<file path="src/rtl/rotary_counter.sv">
// rotary_counter: synchronised, debounced quadrature rotary encoder decoder with a wrapping or saturating position count
module rotary_counter #(
   parameter int CNT_W        = 8,
   parameter int DEBOUNCE_CYC = 4,
   parameter bit WRAP         = 1'b1,
   parameter int CNT_MIN      = 0,
   parameter int CNT_MAX      = 255,
   parameter int STEP         = 1
) (
   input  logic             clk,
   input  logic             rst_n,
   input  logic             rot_a,
   input  logic             rot_b,
   input  logic             en,
   input  logic             clr,
   output logic             rot_event,
   output logic             rot_dir,
   output logic             step_pulse,
   output logic [CNT_W-1:0] count,
   output logic             at_limit
);
   localparam int DW = $clog2(DEBOUNCE_CYC) + 1;
   localparam int EW = CNT_W + 1;
   localparam logic [DW-1:0] DB_LAST = DW'(DEBOUNCE_CYC - 1);
   localparam logic [CNT_W:0] MIN_E = EW'(CNT_MIN);
   localparam logic [CNT_W:0] MAX_E = EW'(CNT_MAX);
   localparam logic [CNT_W:0] STEP_E = EW'(STEP);
   logic [1:0] sync_a_q, sync_a_d, sync_b_q, sync_b_d;
   logic [DW-1:0] a_cnt_q, a_cnt_d, b_cnt_q, b_cnt_d;
   logic filt_a_q, filt_a_d, filt_b_q, filt_b_d;
   logic ev_q, ev_d, dir_q, dir_d, ev_dly_q, ev_dly_d, step_q, step_d;
   logic a_chg, b_chg;
   logic [CNT_W-1:0] count_q, count_d;
   logic [CNT_W:0] cnt_e, up_e, dn_e, nxt_e;
   always_comb begin
      sync_a_d = {sync_a_q[0], rot_a};
      sync_b_d = {sync_b_q[0], rot_b};
      a_chg    = sync_a_q[1] != filt_a_q;
      b_chg    = sync_b_q[1] != filt_b_q;
      a_cnt_d  = (a_chg && a_cnt_q != DB_LAST) ? a_cnt_q + 1'b1 : '0;
      b_cnt_d  = (b_chg && b_cnt_q != DB_LAST) ? b_cnt_q + 1'b1 : '0;
      filt_a_d = (a_chg && a_cnt_q == DB_LAST) ? sync_a_q[1] : filt_a_q;
      filt_b_d = (b_chg && b_cnt_q == DB_LAST) ? sync_b_q[1] : filt_b_q;
      ev_d     = (filt_a_q & filt_b_q) ? 1'b1 : (~filt_a_q & ~filt_b_q) ? 1'b0 : ev_q;
      // a lone high channel names the direction: B alone means up
      dir_d    = (filt_a_q ^ filt_b_q) ? filt_b_q : dir_q;
      ev_dly_d = ev_q;
      step_d   = ev_q & ~ev_dly_q;
      cnt_e    = {1'b0, count_q};
      up_e     = cnt_e + STEP_E;
      dn_e     = cnt_e - STEP_E;
      nxt_e    = dir_q ? ((up_e > MAX_E) ? (WRAP ? MIN_E : MAX_E) : up_e)
                       : ((cnt_e < MIN_E + STEP_E) ? (WRAP ? MAX_E : MIN_E) : dn_e);
      count_d  = clr ? MIN_E[CNT_W-1:0] : (en & step_d) ? nxt_e[CNT_W-1:0] : count_q;
   end
   always_ff @(posedge clk or negedge rst_n) begin
      if (!rst_n) begin
         sync_a_q <= '0;
         sync_b_q <= '0;
         a_cnt_q  <= '0;
         b_cnt_q  <= '0;
         filt_a_q <= 1'b0;
         filt_b_q <= 1'b0;
         ev_q     <= 1'b0;
         dir_q    <= 1'b0;
         ev_dly_q <= 1'b0;
         step_q   <= 1'b0;
         count_q  <= MIN_E[CNT_W-1:0];
      end else begin
         sync_a_q <= sync_a_d;
         sync_b_q <= sync_b_d;
         a_cnt_q  <= a_cnt_d;
         b_cnt_q  <= b_cnt_d;
         filt_a_q <= filt_a_d;
         filt_b_q <= filt_b_d;
         ev_q     <= ev_d;
         dir_q    <= dir_d;
         ev_dly_q <= ev_dly_d;
         step_q   <= step_d;
         count_q  <= count_d;
      end
   end
   assign rot_event  = ev_q;
   assign rot_dir    = dir_q;
   assign step_pulse = step_q;
   assign count      = count_q;
   assign at_limit   = (cnt_e == MIN_E) || (cnt_e == MAX_E);
endmodule

</file>
<file path="config.mk">
export PLATFORM = sky130hd
export DESIGN_NAME = rotary_counter
export DESIGN_NICKNAME = d
export VERILOG_FILES = /design/src/rtl/rotary_counter.sv
export SDC_FILE = /design/constraint.sdc
export NUM_CORES = 1
export LEC_CHECK = 0
export BUFFER_PORTS_ARGS = -buffer_cell sky130_fd_sc_hd__buf_2
export CAP_MARGIN = 20
export CELL_PAD_IN_SITES_DETAIL_PLACEMENT = 1
export CELL_PAD_IN_SITES_GLOBAL_PLACEMENT = 1
export CORE_ASPECT_RATIO = 0.5
export CORE_MARGIN = 8
export CORE_UTILIZATION = 40
export DETAILED_ROUTE_END_ITERATION = 8
export PLACE_DENSITY = 0.71
export SYNTH_ARGS = -nofsm -noshare
export SYNTH_HDL_FRONTEND = slang
export SYNTH_SLANG_ARGS = --single-unit
</file>
<file path="constraint.sdc">
create_clock -name clk -period 1.85 [get_ports clk]
set_input_delay 0.0925 -clock clk [delete_from_list [all_inputs] [get_ports clk]]
set_output_delay 0.0925 -clock clk [all_outputs]
set_load 0.1 [all_outputs]
</file>
==> flow_metrics.tcl, run 1 <==
set metrics [dict create \
    layout_worst_path_cycle_share 0.980 \
    rows 15 \
    path_clk_slew_ns 0.08 \
    overflow 0 \
    holdCritPathClass "in -> async" \
    synth_area_leaders "dfrtp_1, ha_1, xnor2_1" \
    synthCells 139 \
    initial_utilization 0.414 \
    die_h_microns 58.1 \
    seqPwrFrac 0.272 \
    slew_headroom 0.646 \
    critPathMaxFanout 8 \
    cts_num_sinks 24 \
    ys_types 39 \
    place_inst 206 \
    firstDrtPassIters 4 \
    synth_common_cells "dfrtp_1, nor2_1, ha_1, nand2_1" \
    syn_to_final_growth_pct 30.9 \
    syn-num-nets 155 \
    switching_share 0.488 \
    clk_latency_ns 0.26 \
    synth_warnings 0 \
    dp_hpwl_microns 2520 \
    grt_usage 0.127 \
    io-pin-count 18 \
    startpoint_type "flip-flop" \
    numCtsBuffers 3 \
    finalClockSkew_ns 0.00108 \
    yosysTopAreaCell "dfrtp_1" \
    drv_cap 0 \
    cp_data_arrival_time_ns 1.98 \
    place_area_sq_um 1640 \
    tritoncts "built" \
    crit_path_end_kind "flip-flop" \
    cts.path.max_buffers 2 \
    regArea_sq_um 621 \
    syn_area_per_cell_sq_um 10.2 \
    nNetsFinal 185 \
    power.density_nw_per_um2 1700 \
    fin_area_sq_um 1850 \
    hold_viol_final 0 \
    slowest_delay_ns 0.54 \
    holdWs_ns 0.327 \
    drive_gt1_frac 0.399 \
    synth_area_sq_um 1420 \
    async_flop_share 1.00 \
    grt_pass1_wl_microns 5870 \
    yosys_most_used_dff "dfrtp_1" \
    dpl_worst_slack_ns 0.0709 \
    intPower_mw 1.61 \
    drc 0 \
    fin_ws_ns 0.0362 \
    pwr-share-comb 0.585 \
    rr_startpoint "count[0]$_DFFE_PN0P_" \
    routabilityCongestion 0.850 \
    rsz0062_at_grt "true" \
    wl_microns 3730 \
    path_class "reg -> reg" \
    worst_pin_slew_ns 0.532 \
    required_ns 2.02 \
    h-tree-depth 1 \
    ant_nets 0 \
    fmax_ghz 0.551 \
    power_mw 3.15 \
    yosys.area.top_type_share 0.424 \
    cp-startpoint "count[0]$_DFFE_PN0P_" \
    drt-initial-drc-count 36 \
    route.vias.total 1197 \
    grt_pass1_vias 1133 \
    setup_viol 0 \
    routedWlPerCell_microns 17.0 \
    path_cells "buf_12 > inv_8 > ha_4 > nand2_2 > nor4_2 > and3_4 > a31o_4 > o311ai_2" \
    core-area_sq_um 3420 \
    cts_root_buf "clkbuf_8" \
    die_w_microns 100 \
    antenna_found_initial 0 \
    p_leak_nw 0.816 \
    status "finished clean" \
    ir_drop_mv 0.894 \
    crit_slowest_cell "dfrtp_4" \
    pwr-share-clk 0.144 \
    synth_edf_count 0 \
    drv_slew 0 \
    min_period_ns 1.81 \
    grt_max_degree 25 \
    yosysSeqAreaShare 0.424 \
    net-switching-power_mw 1.54 \
    instances_no_fill 219 \
    multi_input_area_sq_um 825 \
    n_fill_cell 393 \
    via_per_inst 5.47 \
    ys_ff_latch 24 \
    yosysMostFrequentCell "dfrtp_1" \
    dieArea_sq_um 5810 \
    portBuffers 17 \
    insertedDiodeCount 0 \
]
-- cells by family (layout without fill, tap and decap cells) --
kind of cell / count (synthesis) / in the layout / share of synthesized area
mux: 5 / 5 / 0.0389
fa+ha+maj: 10 / 10 / 0.0884
simple gates: 50 / 50 / 0.203
compound gates: 27 / 27 / 0.128
buf+inv: 13 / 42 / 0.0548
xor+xnor: 10 / 10 / 0.0619
flops: 24 / 24 / 0.424
-- stage by stage --
stage / util / setup TNS [ns]
after floorplan: - / -0.513
after global placement: 0.479 / 0
after detailed placement: 0.479 / 0
after CTS: 0.508 / 0
after global routing: 0.542 / -0.222
final: 0.542 / 0
-- worst paths after layout --
kind | end | cells past startpoint | slack, ns
max | count[5]$_DFFE_PN0P_ | 8 | 0.04
min | a_cnt_q[0]$_DFF_PN0_ | 2 | 0.33
max reg2reg | count[5]$_DFFE_PN0P_ | 8 | 0.04
min reg2reg | sync_b_q[1]$_DFF_PN0_ | 0 | 0.35
max in group asynchronous | count[3]$_DFFE_PN0P_ | 2 | 1.12
min in group clk | count[5]$_DFFE_PN0P_ | 5 | 0.33
-- power groups by stage --
stage / Combinational [mW] / Clock [mW] / Sequential [mW]
after floorplan: 0.965 / 0 / 1.22
after global placement: 1.68 / 0 / 0.861
after detailed placement: 1.70 / 0 / 0.871
after CTS: 1.72 / 0.465 / 0.861
after global routing: 1.98 / 0.486 / 0.875
final: 1.84 / 0.452 / 0.855
-- metal layers --
metal  global-route usage  vias up  wire length (microns)
met2                0.196       29                   1810
met1                0.168      614                   1690
met5                    0        -                      0
met3               0.0406        4                    203
li1                     -      550                      -
met4               0.0298        0                     27
-- flip-flops by register name, indices dropped and copies added, names as in the netlist --
name and count:
b_cnt_q 3, sync_a_q 2, rot_dir 1, filt_a_q 1, step_pulse 1, filt_b_q 1, ev_dly_q 1, rot_event 1
count 8, sync_b_q 2, a_cnt_q 3
-- placed cells by master, fill, tap and decap left out, drive strengths merged, types with 4 or more instances in the layout --
master  count
clkbuf      4
buf        28
xor2        4
nor2       11
inv         6
nor3        4
nand3       8
xnor2       6
o21ai       9
ha         10
mux2        4
dfrtp      24
nand2      10
and3        4
a21oi       5
-- what timing repair did --
action,in CTS,in global routing
gates resized for setup,0,12
endpoints found under the hold margin,26,0
hold buffers,3,0
buffers inserted,0,6
endpoints found under the setup margin,0,8
-- critical path, delay by kind of cell, from the launching register on --
kind	cells	cell delay [ns]
AOI/OAI and AO/OA	2	0.48
buffers and inverters	2	0.21
and+or+nand+nor	3	0.28
adders and majority gates	1	0.20
DFF	1	0.54
-- final cells by class --
cell class	instances	share of cell area
Multi-Input combinational cell	102	0.445
Timing Repair Buffer	32	0.131
Tap cell	51	0.0344
Clock buffer	3	0.0223
Sequential cell	24	0.335
Inverter	6	0.0162
Clock inverter	1	0.0162
(Power assumes the default switching activity.)
==> run 2, diff against run 1 <==
--- a/config.mk
+++ b/config.mk
@@ -5,15 +5,16 @@
 export SDC_FILE = /design/constraint.sdc
 export NUM_CORES = 1
 export LEC_CHECK = 0
+export ABC_AREA = 1
 export BUFFER_PORTS_ARGS = -buffer_cell sky130_fd_sc_hd__buf_2
 export CAP_MARGIN = 20
 export CELL_PAD_IN_SITES_DETAIL_PLACEMENT = 1
 export CELL_PAD_IN_SITES_GLOBAL_PLACEMENT = 1
 export CORE_ASPECT_RATIO = 0.5
 export CORE_MARGIN = 8
-export CORE_UTILIZATION = 40
+export CORE_UTILIZATION = 37
 export DETAILED_ROUTE_END_ITERATION = 8
-export PLACE_DENSITY = 0.71
+export PLACE_DENSITY = 0.7
 export SYNTH_ARGS = -nofsm -noshare
 export SYNTH_HDL_FRONTEND = slang
 export SYNTH_SLANG_ARGS = --single-unit
==> run 2 against run 1 <==
Routed wire length barely moved. Fmax rose by 5.3%. Flip-flop and latch count did not move. First-iteration DRC count rose by 50%. Synthesized cell count rose by 31%. Global-route usage rose by 0.24 points. Cell area fell by 7.9%. Final cell count rose by 17%. Largest power group unchanged.
==> flow_metrics.tcl, run 2 <==
set metrics [dict create \
    die_h_microns 59.5 \
    use_met2 0.230 \
    synth_area_leaders "dfrtp_1, nand2_1, ha_1" \
    path_clk_slew_ns 0.08 \
    startpoint_type "flip-flop" \
    drc 0 \
    hold-path-endpoint "count[6]$_DFFE_PN0P_" \
    cts_num_sinks 24 \
    syn-num-nets 198 \
    drt-initial-drc-count 54 \
    instances_no_fill 257 \
    utilization 0.484 \
    insertedDiodeCount 0 \
    final_cell_mix "nand2_1, inv_1, nor2_1" \
    slowest_delay_ns 0.47 \
    clk_latency_ns 0.26 \
    cp_common_cell "nand2_1" \
    critical-path-top-delay-family "simple AND/OR/NAND/NOR gates" \
    syn_area_per_cell_sq_um 7.69 \
    reg2reg_depth 11 \
    fin_ws_ns 0.127 \
    yosysTopAreaCell "dfrtp_1" \
    tritoncts "built" \
    use_met3 0.0258 \
    hold_viol_final 0 \
    layout_worst_path_cycle_share 0.931 \
    via_per_inst 4.94 \
    wl_microns 3730 \
    yosysSeqAreaShare 0.429 \
    slew_headroom 0.629 \
    synth_fa_ha_area_frac 0.0894 \
    crit_path_end_kind "flip-flop" \
    grt_util_met1 0.160 \
    antenna_found_initial 0 \
    place_inst 249 \
    grt_pass1_wl_microns 6220 \
    rows 15 \
    final_common_cell "nand2_1" \
    cts_root_buf "clkbuf_8" \
    synth_common_cells "nand2_1, dfrtp_1, inv_1" \
    routabilityCongestion 0.840 \
    ys_types 19 \
    routedWlPerCell_microns 14.5 \
    setup_viol 0 \
    drv_slew 0 \
    cts.path.max_buffers 2 \
    r2r_setup_slack_ns 0.13 \
    setup-tns-final_ns 0 \
    numCtsBuffers 3 \
    crit_cells 11 \
    ant_nets 0 \
    worst_pin_slew_ns 0.555 \
    initial_utilization 0.396 \
    rr_startpoint "count[1]$_DFFE_PN0P_" \
    synth_top_family_by_area "simple AND/OR/NAND/NOR gates" \
    power.density_nw_per_um2 1960 \
    finalClockSkew_ns 0.00244 \
    portBuffers 17 \
    min_period_ns 1.72 \
    drive_gt1_frac 0.204 \
    h-tree-depth 1 \
    firstDrtPassIters 4 \
    core-area_sq_um 3530 \
    overflow 0 \
    critPathMaxFanout 8 \
    drv_cap 0 \
    route.vias.total 1269 \
    yosys.area.top_type_share 0.429 \
    path_class "reg -> reg" \
    ir_drop_mv 0.667 \
    reg2reg_to "count[5]$_DFFE_PN0P_" \
    worstHoldPathCells 4 \
    synthCells 182 \
    grt_usage 0.130 \
    worst-path-buf-inv 1 \
    synth_warnings 0 \
    nNetsFinal 223 \
    hold_start "clr" \
    synth_mux_area_frac 0.0161 \
    yosysMostFrequentCell "nand2_1" \
    fmax_ghz 0.580 \
    required_ns 2.01 \
    cp_data_arrival_time_ns 1.88 \
    synth-simple-area-share 0.316 \
    path_cells "inv_1 > ha_4 > nand2_1 > nor2_1 > nand3_1 > nor2_1 > nand2_1 > nand2_1 > nand2_4 > nand3_1 > nand2_1" \
    syn_to_final_growth_pct 22.0 \
    grt_max_degree 25 \
    synth_compound_area_frac 0.0590 \
    largest_reg_flops 8 \
    dp_hpwl_microns 2860 \
    ys_ff_latch 24 \
    async_flop_share 1.00 \
    yosys_most_used_dff "dfrtp_1" \
    io-pin-count 18 \
    status "finished clean" \
    dpl_worst_slack_ns 0.0980 \
    synth_edf_count 0 \
    synthXorXnorAreaFrac 0.0125 \
    crit_slowest_cell "dfrtp_4" \
    die_w_microns 103 \
    grt_pass1_vias 1263 \
    busiest_layer "met2" \
    holdCritPathClass "in -> reg" \
    dieArea_sq_um 6120 \
    p_leak_nw 0.911 \
    rsz0062_at_grt "true" \
    synth_area_sq_um 1400 \
]
## run 2: cell types whose count changed in the layout (fill, tap and decap cells not counted), moves of 4 or more
cell / change
buf_4: -7
nand3_1: +11
nand2_1: +45
inv_1: +16
nor2_1: +8
nand4_1: +4
xnor2_1: -5
## run 2: area by class of cell
class | count | area [sq um]
well taps | 51 | 63.8
flip-flops and latches | 24 | 614
clock inverters | 1 | 30.0
fillers | 458 | 1820
clock buffers | 3 | 41.3
inverters | 22 | 82.6
repair buffers | 23 | 158
multi-input cells | 133 | 717
## run 2: cells by family (layout without fill, tap and decap cells)
kind of cell / Yosys count / after routing
XOR/XNOR: 2 / 2
adder cells (fa/ha/maj): 10 / 10
AO/OA/AOI/OAI: 16 / 16
flip-flops: 24 / 24
AND/OR/NAND/NOR: 103 / 103
buffers and inverters: 25 / 49
multiplexers: 2 / 2
## run 2: worst max-delay path by stage
stage                     slack (ns)                   end                 start
after floorplan                 0.02  count[7]$_DFFE_PN0P_  count[0]$_DFFE_PN0P_
after global placement          0.12  count[6]$_DFFE_PN0P_  count[0]$_DFFE_PN0P_
after detailed placement         0.1  count[6]$_DFFE_PN0P_  count[0]$_DFFE_PN0P_
after CTS                       0.08  count[6]$_DFFE_PN0P_  count[0]$_DFFE_PN0P_
after global routing           -0.02  count[6]$_DFFE_PN0P_  count[1]$_DFFE_PN0P_
final                           0.13  count[5]$_DFFE_PN0P_  count[1]$_DFFE_PN0P_
## run 2: through the flow
stage | total power [mW] | instance area (sq um) | hold slack, ns
floorplan | 2.35 | 1420 | -0.203
global placement | 2.81 | 1570 | 0.0996
detailed placement | 2.86 | 1570 | 0.108
CTS | 3.33 | 1670 | 0.220
global route | 3.58 | 1710 | 0.270
finish | 3.34 | 1710 | 0.238
## run 2: tightest hold or removal path, delay by kind of cell
| family | cells | cell delay [ns] |
|---|---|---|
| buf+inv | 1 | 0.09 |
| simple gates | 3 | 0.29 |
## run 2: repair_timing
| action | 4_1_cts | 5_1_grt |
|---|---|---|
| hold endpoints to repair | 26 | 0 |
| resized for setup | 0 | 5 |
| setup endpoints to repair | 0 | 7 |
| hold buffers | 3 | 0 |
| setup buffers | 0 | 1 |
## run 2: power breakdown
part           leakage (nW)  internal, mW  switching (mW)
clock network        0.0357         0.289           0.158
registers             0.297         0.700           0.193
logic                 0.578         0.546            1.46
total                 0.911          1.53            1.81
## run 2: metal layers
layer	vias up	wire (microns)
met1	625	1750
li1	626	-
met3	4	83
met2	14	1850
met5	-	0
met4	0	36
